**config.mk**
```make
export PLATFORM = sky130hd
export DESIGN_NAME = prime_candidate_sieve
export DESIGN_NICKNAME = d
export VERILOG_FILES = /design/src/rtl/prime_candidate_sieve.sv
export SDC_FILE = /design/constraint.sdc
export NUM_CORES = 1
export LEC_CHECK = 0
export ABC_AREA = 1
export CORE_MARGIN = 4
export CORE_UTILIZATION = 60
export CTS_CLUSTER_SIZE = 30
export DETAILED_ROUTE_END_ITERATION = 7
export PLACE_DENSITY = 0.81
export SYNTH_ARGS = -nofsm -noshare
export SYNTH_HDL_FRONTEND = slang
export SYNTH_SLANG_ARGS = --single-unit
```
**constraint.sdc**
```tcl
create_clock -name clk -period 3.61 [get_ports clk]
set_input_delay 0.5415 -clock clk [delete_from_list [all_inputs] [get_ports clk]]
set_output_delay 0.5415 -clock clk [all_outputs]
set_load 0.05 [all_outputs]
```
**src/rtl/prime_candidate_sieve.sv**
```systemverilog
// prime_candidate_sieve
//   Produces odd WIDTH-bit candidates with the MSB set that have no factor
//   in {3,5,7,11,13,17,19,23,29,31}. Candidates are drawn from a 64-bit
//   Galois LFSR. They are reduced bit-serially against all ten small
//   primes in parallel. They are then stepped by +2 until the sieve passes.
//
//   Ports
//     clk        rising-edge clock for all state
//     rst_n      asynchronous active-low reset
//     en         search enable (sampled in IDLE and at the output handshake)
//     seed_we    load LFSR from seed_in (IDLE only, non-zero values only)
//     seed_in    64-bit LFSR load value
//     out_valid  candidate available
//     out_ready  downstream accepts
//     out_data   current / last candidate
//     busy       high in any state other than IDLE
//     reject_cnt saturating count of sieve rejects (PRIME_SIEVE_STATS_EN only)
//
//   Optional feature macro: PRIME_SIEVE_STATS_EN
module prime_candidate_sieve #(
   parameter int unsigned WIDTH = 64,
   parameter logic [63:0] SEED  = 64'hACE1_0000_0000_0001
) (
   input  logic             clk,
   input  logic             rst_n,
   input  logic             en,
   input  logic             seed_we,
   input  logic [63:0]      seed_in,
   output logic             out_valid,
   input  logic             out_ready,
   output logic [WIDTH-1:0] out_data,
   output logic             busy
`ifdef PRIME_SIEVE_STATS_EN
   ,
   output logic [15:0]      reject_cnt
`endif
);

   localparam logic [63:0]      SEED_DEFAULT = 64'hACE1_0000_0000_0001;
   localparam logic [63:0]      SEED_EFF     = (SEED == 64'd0) ? SEED_DEFAULT : SEED;
   // x^64+x^63+x^61+x^60+1, right-shifting Galois form
   localparam logic [63:0]      LFSR_TAPS    = 64'hD800_0000_0000_0000;
   localparam int unsigned      NP           = 10;
   localparam logic [4:0]       PRIMES [NP]  = '{5'd3, 5'd5, 5'd7, 5'd11, 5'd13,
                                                 5'd17, 5'd19, 5'd23, 5'd29, 5'd31};
   localparam logic [6:0]       CNT_LAST     = 7'(WIDTH - 1);
   localparam logic [WIDTH-1:0] CAND_FORCE   = {1'b1, {(WIDTH-2){1'b0}}, 1'b1};

   typedef enum logic [2:0] {
      S_IDLE,
      S_LOAD,
      S_REDUCE,
      S_CHECK,
      S_STEP,
      S_OFFER
   } state_t;

   state_t           state_q, state_d;
   logic [63:0]      lfsr_q, lfsr_d;
   logic [WIDTH-1:0] cand_q, cand_d;
   logic [WIDTH-1:0] sh_q, sh_d;
   logic [4:0]       rem_q [NP];
   logic [4:0]       rem_d [NP];
   logic [6:0]       cnt_q, cnt_d;
   logic [WIDTH-1:0] data_q, data_d;

   logic [63:0]      lfsr_adv;
   logic             seed_load;
   logic             all_nz;

   // Inputs are always below 2p, so one conditional subtract is a full mod.
   function automatic logic [4:0] mod_fold(input logic [5:0] t, input logic [4:0] p);
      return (t >= {1'b0, p}) ? 5'(t - {1'b0, p}) : t[4:0];
   endfunction

   assign lfsr_adv  = {1'b0, lfsr_q[63:1]} ^ (lfsr_q[0] ? LFSR_TAPS : 64'd0);
   assign seed_load = (state_q == S_IDLE) && seed_we && (seed_in != '0);

   always_comb begin
      all_nz = 1'b1;
      for (int unsigned i = 0; i < NP; i++) begin
         if (rem_q[i] == 5'd0) all_nz = 1'b0;
      end
   end

   always_comb begin
      state_d = state_q;
      lfsr_d  = (state_q == S_IDLE) ? lfsr_q : lfsr_adv;
      cand_d  = cand_q;
      sh_d    = sh_q;
      rem_d   = rem_q;
      cnt_d   = cnt_q;
      data_d  = data_q;

      case (state_q)
         S_IDLE: begin
            if (seed_load) lfsr_d = seed_in;
            if (en) state_d = S_LOAD;
         end
         S_LOAD: begin
            cand_d = lfsr_q[WIDTH-1:0] | CAND_FORCE;
            sh_d   = lfsr_q[WIDTH-1:0] | CAND_FORCE;
            for (int unsigned i = 0; i < NP; i++) rem_d[i] = 5'd0;
            cnt_d   = '0;
            state_d = S_REDUCE;
         end
         S_REDUCE: begin
            // sh_q is a working copy of cand shifted MSB-first; cand is kept intact.
            for (int unsigned i = 0; i < NP; i++) begin
               rem_d[i] = mod_fold({rem_q[i], sh_q[WIDTH-1]}, PRIMES[i]);
            end
            sh_d  = sh_q << 1;
            cnt_d = cnt_q + 7'd1;
            if (cnt_q == CNT_LAST) state_d = S_CHECK;
         end
         S_CHECK: begin
            if (all_nz) begin
               data_d  = cand_q;
               state_d = S_OFFER;
            end else begin
               state_d = S_STEP;
            end
         end
         S_STEP: begin
            if (cand_q == '1) begin
               state_d = S_LOAD;
            end else begin
               cand_d = cand_q + WIDTH'(2);
               for (int unsigned i = 0; i < NP; i++) begin
                  rem_d[i] = mod_fold({1'b0, rem_q[i]} + 6'd2, PRIMES[i]);
               end
               state_d = S_CHECK;
            end
         end
         S_OFFER: begin
            if (out_ready) state_d = en ? S_LOAD : S_IDLE;
         end
         default: state_d = S_IDLE;
      endcase
   end

   always_ff @(posedge clk or negedge rst_n) begin
      if (!rst_n) begin
         state_q <= S_IDLE;
         lfsr_q  <= SEED_EFF;
         cand_q  <= '0;
         sh_q    <= '0;
         rem_q   <= '{default: '0};
         cnt_q   <= '0;
         data_q  <= '0;
      end else begin
         state_q <= state_d;
         lfsr_q  <= lfsr_d;
         cand_q  <= cand_d;
         sh_q    <= sh_d;
         rem_q   <= rem_d;
         cnt_q   <= cnt_d;
         data_q  <= data_d;
      end
   end

   assign out_valid = (state_q == S_OFFER);
   assign out_data  = data_q;
   assign busy      = (state_q != S_IDLE);

`ifdef PRIME_SIEVE_STATS_EN
   logic [15:0] rej_q, rej_d;

   always_comb begin
      rej_d = rej_q;
      if (seed_load) begin
         rej_d = '0;
      end else if ((state_q == S_CHECK) && !all_nz && (rej_q != '1)) begin
         rej_d = rej_q + 16'd1;
      end
   end

   always_ff @(posedge clk or negedge rst_n) begin
      if (!rst_n) rej_q <= '0;
      else        rej_q <= rej_d;
   end

   assign reject_cnt = rej_q;
`endif

endmodule

```
==> impl_summary.md <==
Job
Max-cap violations in this run came to 0.

CTS
The root buffer selected by CTS is clkbuf_16. Gates resized during post-CTS repair numbered 0. The number of buffers inserted during clock tree synthesis is 35. Clock tree synthesis found a total of 316 sinks. Clock latency on the worst-skew pair, taken at its later pin, is 530 ps. TritonCTS built the clock tree. The clock slew at the register clock pins of the worst setup and hold paths is 60 ps. For this design, the CTS-stage hold fixing added 0 buffers.

The H-tree depth is 2. The clock passes through at most 3 buffers. The post-CTS repair timing setup buffer count is 0.

STA
Based on the critical path, the design can be clocked at up to 0.333 GHz. For the pin with the worst max-slew slack, the measured transition is 1160 ps. After routing, the total negative slack on setup checks comes to 0 ps. Setup repair after global routing left no endpoint under its margin.

The clock period could shrink to 3010 ps. The number of hold violations in the final report is 0. The worst relative slew slack is 22.4%. The final-report setup violation count is 0. Of the available clock period, the critical path in the final layout requires 83.3%. The final-report max-slew violation count came to 0.

Between clock sinks in the finished design, the worst skew comes to 22.1 ps.

Placement
The estimated wirelength of the detail-placed design is 42700 um. The congestion estimate from routability-driven global placement came to 1.02. The total of buffers placed on input and output ports is 134. The placed cell count is 3353.

Cells and area
The storage element area is 7920 sq um. The area overhead of the layout relative to synthesis is 14.3%. For this run, the share of the core covered by cells in the final layout is 69.7%.

The most common library cell in the layout ignoring fill and taps is nand2_1. The layout has 2776 filler cells. The share of final-layout standard cells stronger than drive strength 1 is 3.73%. In the final design database the tool counted 3094 nets.

Once layout is complete, the cells apart from fillers number 3414. Summing all multi-input logic gate instances after layout gives 10200 sq um. The library cells used most frequently in the layout, excluding fill and tap cells, are nand2_1 (954), inv_1 (328), dfrtp_1 (307).

0 antenna diodes ended up in the layout.

Critical path
Data on the critical path arrives at its endpoint at 2470 ps. The kind of cell with the highest combined delay along the critical path is buffers and inverters. The worst setup path category is reg2out. Traced cell by cell, the critical path runs through inv_1, nand2_4, clkdlybuf4s50_1.

The worst setup path is captured at an output port. The top fanout value on the critical path is 60. The cell at the slowest stage of the critical path is clkdlybuf4s50_1. In this run the critical register-to-register path is launched from cand_q[1]$_DFFE_PN0P_. For the worst setup path, the data required time is 3070 ps. The delay contributed by the slowest stage of the critical path is 910 ps. The total buffers and inverters traversed by the critical path is 2. STA classifies the critical path startpoint as a register. The end of the worst register-to-register path is cand_q[33]$_DFFE_PN0P_. The minimum setup slack among reg-to-reg paths is 880 ps. The number of cell instances on the worst register-to-register path is 11.

Drt
For this run, design rule violations remaining after detail routing come to 0. The detail route stage leaves a number of antenna-violating nets equal to 0. The number of DRC markers in iteration 0 is 2063.

The first detailed-routing pass ran for 6 iterations. After detailed routing, the average wire length per cell comes to 17.3 um. After detailed routing, the number of vias per cell comes to 5.76. The via total after detailed routing is 19700. The routed wire length is 59000 um.

Global routing
The via count of the first global-routing pass is 18400. Summed over all layers, the global routing overflow is 0. The wire length of the first global-routing pass is 95600 um. Entering global routing, the biggest net connects 139 pins. The number of antenna violations at the first check in global routing is 1. Global routing consumed, over all layers together, 32.4% of the routing resources.

Power and ir drop
The static power due to leakage is 10.8 nW. Total power for the finished layout comes to 17.1 mW. The worst IR drop on VDD is 1150 uV. The total power per unit cell area is 753 nW/um^2.

Synth
Of all flip-flops after synthesis, the portion carrying an async set or reset was 100%. The count of synthesis-stage warnings from yosys is 0. The gate count after technology mapping is 2881.

Summing every instance area after synthesis gives 19900 sq um. The number of synthesized flops with an enable pin is 0. The distinct cell type count after synthesis is 38. The mean post-synth cell area is 6.90 sq um. When the netlist entered floorplanning its net count stood at 3027. The top flip-flop cell by instance count after synthesis is dfrtp_1.

The flip-flop and latch count after synthesis is 316. The share of the yosys chip area belonging to registers is 39.8%.

Floorplanning
The boundary pin count is 135. The die covers 36100 sq um. The core outline area is 32600 sq um. Measured along the y axis, the die boundary spans 190 um. For this configuration, the core starts out at a cell density of 61.0%.

The die extent in x is 190 um. The floorplan has 66 rows.

Min path
The type of the tightest min-delay check is in2async.

Outcome
The flow ran to the end, and the final reports show no timing, DRC or antenna violations.
[cells in the mapped netlist (5+ instances only)]
cell,count,area (sq um)
nand2_1,957,3590
inv_1,331,1240
dfrtp_1,307,7680
nand3_1,307,1540
o21ai_0,298,1490
nor2_1,188,706
clkbuf_1,93,349
ha_1,77,963
o211ai_1,76,571
a21oi_1,44,220
nand4_1,43,269
xor2_1,33,289
o21ai_1,32,160
buf_2,13,65.1
xnor2_1,12,105
buf_1,11,41.3
nor3_1,10,50.1
dfstp_2,9,236
or2_2,6,37.5
buf_6,5,56.3
nand3b_1,5,37.5
[layer usage]
| metal | track usage (%) | share of wire (%) |
|---|---|---|
| met4 | 9.10 | 2.9 |
| met1 | 48.0 | 44 |
| met5 | 0 | 0 |
| met2 | 49.1 | 44 |
| met3 | 6.15 | 9.2 |
[kinds of logic after synthesis]
kind of cell	after synthesis	share of synthesized area, %
flops	316	39.8
buf+inv	457	8.95
simple gates	1524	31.6
xor+xnor	45	1.98
fa+ha+maj	77	4.84
compound gates	461	12.8
mux	1	0.0566
[state kept, by name, summed over array words and instances, names as in the netlist]
signal    cells
rem_q        50
cnt_q         7
state_q       3
sh_q         64
cand_q       64
out_data     64
lfsr_q       64
[stage by stage]
step | hold WS (ps) | worst slack (ps) | instance area, sq um
2_1_floorplan | 246 | 1420 | 19900
4_1_cts | 45.1 | 620 | 22700
3_5_place_dp | 472 | 850 | 21500
5_1_grt | 61.0 | 498 | 22700
6_report | 12.7 | 603 | 22700
3_3_place_gp | 464 | 947 | 21500
[area by class of cell]
type | count | share of cell area, %
Multi-Input combinational cell | 2108 | 45.0
Sequential cell | 316 | 34.8
Timing Repair Buffer | 155 | 7.06
Inverter | 332 | 5.49
Clock buffer | 45 | 4.33
Tap cell | 442 | 2.43
Clock inverter | 16 | 0.848
[worst max-delay path by stage]
stage               slack (ps)  depth (start not counted)                     end              startpoint
CTS                        620                          3                    busy  state_q[2]$_DFFE_PN0P_
global route               500                          3                    busy  state_q[2]$_DFFE_PN0P_
global placement           950                         10    lfsr_q[51]$_DFF_PN0_             seed_in[55]
finish                     600                          3                    busy  state_q[2]$_DFFE_PN0P_
detailed placement         850                         11    lfsr_q[63]$_DFF_PN1_             seed_in[61]
floorplan                 1420                          7  state_q[0]$_DFFE_PN0P_  state_q[2]$_DFFE_PN0P_
[worst reg2reg max path: stages (launching register included)]
cell	delay (ps)
dfrtp_1	470
ha_1	260
inv_1	90
nor2_2	330
nand2_1	210
nor2_1	590
nand2_1	220
xor2_1	210
nand2_1	70
nand2_1	80
nand2_1	50
nand2_1	90
[where the power goes]
part	switching, mW	leakage [nW]	internal, mW	total, mW
registers	1.01	4.15	4.67	5.68
clock network	1.52	0.574	2.15	3.68
logic	5.43	6.09	2.32	7.75
Note: power is estimated with default switching activity, not from simulation.
